**config.mk**
```make
export PLATFORM = sky130hd
export DESIGN_NAME = rssi_agc_ctrl
export DESIGN_NICKNAME = d
export VERILOG_FILES = /design/src/rtl/agc_pkg.sv /design/src/rtl/agc_dwell_det.sv /design/src/rtl/rssi_agc_ctrl.sv
export SDC_FILE = /design/constraint.sdc
export NUM_CORES = 1
export LEC_CHECK = 0
export CAP_MARGIN = 40
export CELL_PAD_IN_SITES_DETAIL_PLACEMENT = 1
export CELL_PAD_IN_SITES_GLOBAL_PLACEMENT = 1
export CORE_MARGIN = 5
export CORE_UTILIZATION = 40
export CTS_BUF_LIST = sky130_fd_sc_hd__clkbuf_4
export DETAILED_ROUTE_END_ITERATION = 8
export PLACE_DENSITY_LB_ADDON = 0.2
export SETUP_SLACK_MARGIN = 0.02
export SLEW_MARGIN = 20
export SYNTH_ARGS = -nofsm -noshare
export SYNTH_HDL_FRONTEND = slang
export SYNTH_SLANG_ARGS = --single-unit
```
**constraint.sdc**
```tcl
create_clock -name i_clk -period 8.8 [get_ports i_clk]
set_clock_uncertainty 0.2 [all_clocks]
set_input_delay 2.2 -clock i_clk [delete_from_list [all_inputs] [get_ports i_clk]]
set_output_delay 2.2 -clock i_clk [all_outputs]
set_load 0.1 [all_outputs]
```
**src/rtl/agc_pkg.sv**
```systemverilog
// ============================================================================
// agc_pkg : shared state encoding and Q8.8 RSSI types for the RSSI AGC loop
// Rev 1.0
// ============================================================================
`default_nettype none

package agc_pkg;

  typedef enum logic [2:0] {
    IDLE    = 3'd0,
    SETTLE  = 3'd1,
    MEASURE = 3'd2,
    LOCKED  = 3'd3,
    FROZEN  = 3'd4
  } agc_state_e;

  typedef logic signed [15:0] db_q8_t;

  localparam db_q8_t DB_Q8_MIN = 16'sh8000;

endpackage

`default_nettype wire

```
**src/rtl/agc_dwell_det.sv**
```systemverilog
// ============================================================================
// agc_dwell_det : window/coarse classification and dwell run counting
// Rev 1.0
// ============================================================================
`default_nettype none

module agc_dwell_det
  import agc_pkg::*;
#(
  parameter int P_TARGET_Q8 = 15360,
  parameter int P_WINDOW_Q8 = 768,
  parameter int P_COARSE_Q8 = 3072,
  parameter int P_DWELL     = 4
) (
  input  logic   i_clk,
  input  logic   i_rst,
  input  logic   i_clr,
  input  logic   i_vld,
  input  db_q8_t i_rssi,
  output logic   o_step_dn,
  output logic   o_step_up,
  output logic   o_coarse,
  output logic   o_in_win_done
);

  localparam int CW = $clog2(P_DWELL + 1);
  localparam logic [CW-1:0]     c_last = CW'(P_DWELL - 1);
  localparam logic signed [17:0] c_hi   = 18'(P_TARGET_Q8 + P_WINDOW_Q8);
  localparam logic signed [17:0] c_lo   = 18'(P_TARGET_Q8 - P_WINDOW_Q8);
  localparam logic signed [17:0] c_hi_c = 18'(P_TARGET_Q8 + P_WINDOW_Q8 + P_COARSE_Q8);
  localparam logic signed [17:0] c_lo_c = 18'(P_TARGET_Q8 - P_WINDOW_Q8 - P_COARSE_Q8);

  logic [CW-1:0]      r_hi_cnt, r_lo_cnt, r_in_cnt;
  logic               r_coarse;
  logic signed [17:0] w_x;
  logic               w_is_hi, w_is_lo, w_is_in, w_same, w_coarse;
  logic               w_hi_done, w_lo_done, w_in_done, w_any_done;

  assign w_x       = {{2{i_rssi[15]}}, i_rssi};
  assign w_is_hi   = w_x > c_hi;
  assign w_is_lo   = w_x < c_lo;
  assign w_is_in   = !w_is_hi && !w_is_lo;
  // The coarse flag only survives while the current run keeps the same direction.
  assign w_same    = w_is_hi ? (r_hi_cnt != '0) : (w_is_lo ? (r_lo_cnt != '0) : 1'b0);
  assign w_coarse  = (w_same & r_coarse) | (w_x > c_hi_c) | (w_x < c_lo_c);

  assign w_hi_done  = i_vld && w_is_hi && (r_hi_cnt == c_last);
  assign w_lo_done  = i_vld && w_is_lo && (r_lo_cnt == c_last);
  assign w_in_done  = i_vld && w_is_in && (r_in_cnt == c_last);
  assign w_any_done = w_hi_done || w_lo_done || w_in_done;

  assign o_step_dn     = w_hi_done;
  assign o_step_up     = w_lo_done;
  assign o_coarse      = w_coarse;
  assign o_in_win_done = w_in_done;

  always_ff @(posedge i_clk) begin
    if (i_rst || i_clr) begin
      r_hi_cnt <= '0;
      r_lo_cnt <= '0;
      r_in_cnt <= '0;
      r_coarse <= 1'b0;
    end else if (i_vld) begin
      if (w_any_done) begin
        r_hi_cnt <= '0;
        r_lo_cnt <= '0;
        r_in_cnt <= '0;
        r_coarse <= 1'b0;
      end else begin
        r_hi_cnt <= w_is_hi ? r_hi_cnt + 1'b1 : '0;
        r_lo_cnt <= w_is_lo ? r_lo_cnt + 1'b1 : '0;
        r_in_cnt <= w_is_in ? r_in_cnt + 1'b1 : '0;
        r_coarse <= w_coarse;
      end
    end
  end

endmodule

`default_nettype wire

```
**src/rtl/rssi_agc_ctrl.sv**
```systemverilog
// ============================================================================
// rssi_agc_ctrl : RSSI-driven gain stepping FSM with settle, lock and freeze
// Optional peak-hold register enabled by AGC_PEAK_HOLD_EN.  Rev 1.0
// ============================================================================
`default_nettype none

module rssi_agc_ctrl
  import agc_pkg::*;
#(
  parameter int P_GAIN_W    = 4,
  parameter int P_GAIN_INIT = 15,
  parameter int P_TARGET_Q8 = 15360,
  parameter int P_WINDOW_Q8 = 768,
  parameter int P_COARSE_Q8 = 3072,
  parameter int P_DWELL     = 4,
  parameter int P_SETTLE    = 32
) (
  input  logic                i_clk,
  input  logic                i_rst,
  input  logic                i_rssi_vld,
  input  db_q8_t              i_rssi_q8,
  input  logic                i_freeze,
  input  logic                i_restart,
  output logic [P_GAIN_W-1:0] o_gain_idx,
  output logic                o_gain_upd,
  output logic                o_locked,
  output logic [2:0]          o_state,
  output db_q8_t              o_rssi_peak_q8
);

  localparam int SW = $clog2(P_SETTLE + 1);
  localparam logic [SW-1:0]       c_settle_last = SW'(P_SETTLE - 1);
  localparam logic [P_GAIN_W-1:0] c_init        = P_GAIN_W'(P_GAIN_INIT);
  localparam logic [P_GAIN_W:0]   c_init_x      = (P_GAIN_W + 1)'(P_GAIN_INIT);

  agc_state_e          r_state, w_nxt_state;
  logic [P_GAIN_W-1:0] r_gain, w_nxt_gain;
  logic                r_upd, w_nxt_upd;
  logic                r_locked, w_nxt_locked;
  logic [SW-1:0]       r_settle, w_nxt_settle;
  logic                w_clr, w_smp;
  logic                w_step_dn, w_step_up, w_coarse, w_in_done;
  logic [P_GAIN_W:0]   w_step, w_sum, w_gain_dn, w_gain_up;

  agc_dwell_det #(
    .P_TARGET_Q8 (P_TARGET_Q8),
    .P_WINDOW_Q8 (P_WINDOW_Q8),
    .P_COARSE_Q8 (P_COARSE_Q8),
    .P_DWELL     (P_DWELL)
  ) u_dwell (
    .i_clk         (i_clk),
    .i_rst         (i_rst),
    .i_clr         (w_clr),
    .i_vld         (w_smp),
    .i_rssi        (i_rssi_q8),
    .o_step_dn     (w_step_dn),
    .o_step_up     (w_step_up),
    .o_coarse      (w_coarse),
    .o_in_win_done (w_in_done)
  );

  // Saturating +/- step, computed one bit wider so the add cannot wrap.
  assign w_step    = w_coarse ? (P_GAIN_W + 1)'(2) : (P_GAIN_W + 1)'(1);
  assign w_sum     = {1'b0, r_gain} + w_step;
  assign w_gain_up = (w_sum > c_init_x) ? c_init_x : w_sum;
  assign w_gain_dn = ({1'b0, r_gain} < w_step) ? '0 : ({1'b0, r_gain} - w_step);

  always_comb begin
    w_nxt_state  = r_state;
    w_nxt_gain   = r_gain;
    w_nxt_upd    = 1'b0;
    w_nxt_locked = r_locked;
    w_nxt_settle = r_settle;
    w_clr        = 1'b0;
    w_smp        = 1'b0;
    if (i_restart) begin
      w_nxt_gain   = c_init;
      w_nxt_upd    = (r_gain != c_init);
      w_nxt_state  = SETTLE;
      w_nxt_locked = 1'b0;
      w_nxt_settle = '0;
      w_clr        = 1'b1;
    end else if (i_freeze) begin
      if (r_state != IDLE) w_nxt_state = FROZEN;
    end else begin
      case (r_state)
        IDLE: if (i_rssi_vld) w_nxt_state = SETTLE;
        SETTLE: begin
          if (i_rssi_vld) begin
            if (r_settle == c_settle_last) begin
              w_nxt_state  = MEASURE;
              w_nxt_settle = '0;
              w_clr        = 1'b1;
            end else begin
              w_nxt_settle = r_settle + 1'b1;
            end
          end
        end
        MEASURE, LOCKED: begin
          w_smp = i_rssi_vld;
          if (w_step_dn || w_step_up) begin
            w_nxt_gain = w_step_dn ? w_gain_dn[P_GAIN_W-1:0] : w_gain_up[P_GAIN_W-1:0];
            if (w_nxt_gain != r_gain) begin
              w_nxt_upd    = 1'b1;
              w_nxt_state  = SETTLE;
              w_nxt_locked = 1'b0;
              w_nxt_settle = '0;
            end
          end else if (w_in_done && r_state == MEASURE) begin
            w_nxt_state  = LOCKED;
            w_nxt_locked = 1'b1;
          end
        end
        FROZEN: begin
          w_nxt_state = r_locked ? LOCKED : MEASURE;
          w_clr       = 1'b1;
        end
        default: w_nxt_state = IDLE;
      endcase
    end
  end

  always_ff @(posedge i_clk) begin
    if (i_rst) begin
      r_state  <= IDLE;
      r_gain   <= c_init;
      r_upd    <= 1'b0;
      r_locked <= 1'b0;
      r_settle <= '0;
    end else begin
      r_state  <= w_nxt_state;
      r_gain   <= w_nxt_gain;
      r_upd    <= w_nxt_upd;
      r_locked <= w_nxt_locked;
      r_settle <= w_nxt_settle;
    end
  end

`ifdef AGC_PEAK_HOLD_EN
  db_q8_t r_peak;

  always_ff @(posedge i_clk) begin
    if (i_rst || i_restart || w_nxt_upd) begin
      r_peak <= DB_Q8_MIN;
    end else if (w_smp && (i_rssi_q8 > r_peak)) begin
      r_peak <= i_rssi_q8;
    end
  end

  assign o_rssi_peak_q8 = r_peak;
`else
  assign o_rssi_peak_q8 = 16'sh0000;
`endif

  assign o_gain_idx = r_gain;
  assign o_gain_upd = r_upd;
  assign o_locked   = r_locked;
  assign o_state    = r_state;

endmodule

`default_nettype wire

```
==> flow_metrics.tcl <==
set metrics [dict create \
    crit_path_max_incr_delay_ns 0.51 \
    rsz0062_at_grt "no" \
    syn_avg_cell_area_sq_um 7.91 \
    grt_overflow 0 \
    r2r-end "r_settle[1]" \
    layout_commonest_cell "clkdlybuf4s50_1" \
    whs_path_depth 2 \
    first_iter_violations 81 \
    die_area_sq_um 6290 \
    h-tree-depth 1 \
    grt.total_usage_pct 17.1 \
    synth-seq-area-share_pct 26.0 \
    reg2regPathDepth 15 \
    syn_area_sq_um 1920 \
    reg2reg_slack_ns 5.00 \
    ctsHoldBuffers 0 \
    insertion_delay_ns 0.33 \
    clock-sinks 25 \
    synth-seq-cells 25 \
    required_ns 8.87 \
    crit_buf_inv 2 \
    p_leak_nw 0.915 \
    worst_r2r_startpoint "u_dwell.r_lo_cnt[0]" \
    yosys_warnings 0 \
    async_flop_share_pct 0 \
    crit_path_top_delay_cell "or4b_4" \
    numPortBuffers 29 \
    area_growth_syn_to_layout_pct 23.1 \
    first_pass_iters 4 \
    finalCritPeriodShare_pct 72.4 \
    fmax_mhz 157 \
    cts.repair.resized 0 \
    routedWlPerCell_um 15.4 \
    cp.arrival_ns 6.44 \
    worst_pin_slew_ns 0.758 \
    grt_start_max_net_pins 17 \
    holdWs_ns 0.282 \
    cts_buffers 3 \
    path_common_cell "a21oi_1" \
    antenna_cells 0 \
    io-pin-count 46 \
    dp_slack_ns 2.06 \
    finalMaxSlewViolations 0 \
    synth-simple-area-share_pct 25.0 \
    max_slew_margin_pct 49.3 \
    critical_path_depth 17 \
    post_cts_buffers 0 \
    power_density_nw_per_um2 101 \
    vias 1829 \
    crit_family "simple AND/OR/NAND/NOR gates" \
    worst_slack_ns 2.43 \
    min_delay_worst_endpoint "u_dwell.r_coarse" \
    cp_max_fo 6 \
    final_nets 315 \
    clk_pin_slew_ns 0.15 \
    hpwl_mm 4.14 \
    cts_tree "done" \
    synthFlopType "dfxtp_1" \
    tns_ns 0 \
    crit_chain "clkdlybuf4s50_1 -> nor4_1 -> a21oi_1 -> a22oi_1 -> a21oi_1 -> o21ai_0 -> o211a_1 -> ha_1 -> fa_1 -> inv_1 -> nor3_1 -> nor2_1 -> or4b_4 -> and3_4 -> nor4_4 -> o21ai_0 -> a21oi_1" \
    synth_edf_count 0 \
    drc 0 \
    hold_path.class "reg2reg" \
    synth_xor_area_share_pct 0.455 \
    synth_fa_ha_area_share_pct 10.5 \
    synth_cells 243 \
    synth-compound-area-share_pct 23.2 \
    fin_crit_ns 6.37 \
    final_hold_viol_count 0 \
    clock_path_buffers 2 \
    hold_start "u_dwell.r_coarse" \
    cap_violations 0 \
    antenna_found_initial 0 \
    final_cell_mix "clkdlybuf4s50_1, nor2_1, dfxtp_1" \
    globalplace.congestion 0.820 \
    setup_viol 0 \
    ir_drop_mv 0.0809 \
    ant_nets 0 \
    post_drt_via_cell_ratio 5.51 \
    rows 25 \
    synth_mux_area_share_pct 3.19 \
    cts-root-buf "clkbuf_4" \
    fp.dieW_um 79.3 \
    worst_setup_path_end_kind "flop" \
    final_layout_size_suffix_gt1_share_pct 9.71 \
    finalWirelength_mm 5.12 \
    outcome "finished clean" \
    crit_type "in2reg" \
    ys_types 52 \
    coreArea_sq_um 4690 \
    start_kind "input pin" \
    initial_core_util_pct 41.0 \
    die_h_um 79.3 \
    grt_pass1_wl_mm 8.73 \
    grt_pass1_vias 1802 \
    synth_top_family_by_area "simple AND/OR/NAND/NOR gates" \
]
## cells by family (layout without fill, tap and decap cells)
family,after synthesis,in the layout
buffers and inverters,40,60
and+or+nand+nor,85,85
DFF,25,25
muxes,6,6
AOI/OAI and AO/OA,70,70
adders and majority gates,15,15
other,1,16
xor gates and xnor gates,1,1
## worst max path at each step
stage | from | end | slack, ns
after floorplan | i_rssi_q8[0] | r_settle[2] | 3.11
after global placement | i_rssi_q8[0] | r_settle[2] | 2.18
after detailed placement | i_rssi_q8[0] | r_settle[2] | 2.06
after CTS | i_rssi_q8[0] | r_settle[2] | 2.41
after global routing | i_rssi_q8[0] | r_settle[0] | 2.08
final | i_rssi_q8[0] | r_settle[1] | 2.43
## synthesized netlist by cell type (6+ instances only)
| cell type | instances | area share [%] |
|---|---|---|
| a31oi_1 | 6 | 2.0 |
| nor4_1 | 6 | 2.0 |
| nor2_1 | 25 | 4.9 |
| buf_4 | 16 | 6.2 |
| dfxtp_1 | 25 | 26 |
| inv_1 | 17 | 3.3 |
| ha_1 | 13 | 8.5 |
| o21ai_0 | 15 | 3.9 |
| nand2_1 | 16 | 3.1 |
| nand3_1 | 7 | 1.8 |
| a21oi_1 | 22 | 5.7 |
| nor3_1 | 7 | 1.8 |
## sequential cells by signal (all words and copies together) (netlist names)
signal / count
o_gain_idx: 4
u_dwell.r_coarse: 1
o_gain_upd: 1
o_locked: 1
u_dwell.r_hi_cnt: 3
r_settle: 6
u_dwell.r_in_cnt: 3
o_state: 3
u_dwell.r_lo_cnt: 3
## per-layer routing
metal  track usage (%)  up-vias  routed length, um
met1              22.1      877               2350
li1                  -      921                  -
met5                 0        -                  0
met2              29.4       29               2630
met3              3.40        2                125
met4              3.26        0                 15
## worst min-delay path: cells and delay by family, from the launching register on
kind | cells | cell delay, ns
DFF | 1 | 0.34
AOI/OAI and AO/OA | 1 | 0.06
and+or+nand+nor | 1 | 0.05
## power breakdown
| group | total, W | internal (W) | switching (W) |
|---|---|---|---|
| combinational | 0.0000701 | 0.0000192 | 0.0000510 |
| sequential | 0.000115 | 0.000114 | 0.00000117 |
| clock | 0.0000535 | 0.0000174 | 0.0000361 |
## per-stage QoR
stage,instances,area [sq um],power [W],utilization [%]
floorplan,258,1980,0.000173,-
global placement,319,2190,0.000184,46.7
detailed placement,328,2340,0.000187,49.8
CTS,332,2370,0.000243,50.5
global route,332,2370,0.000250,50.5
finish,332,2370,0.000239,50.5
## layout make-up
type,count,area [sq um]
Fill cell,589,2320
Multi-Input combinational cell,193,1260
Sequential cell,25,500
Timing Repair Buffer,39,445
Tap cell,54,67.6
Inverter,17,63.8
Clock buffer,3,22.5
Clock inverter,1,7.51
(Power assumes the default switching activity.)
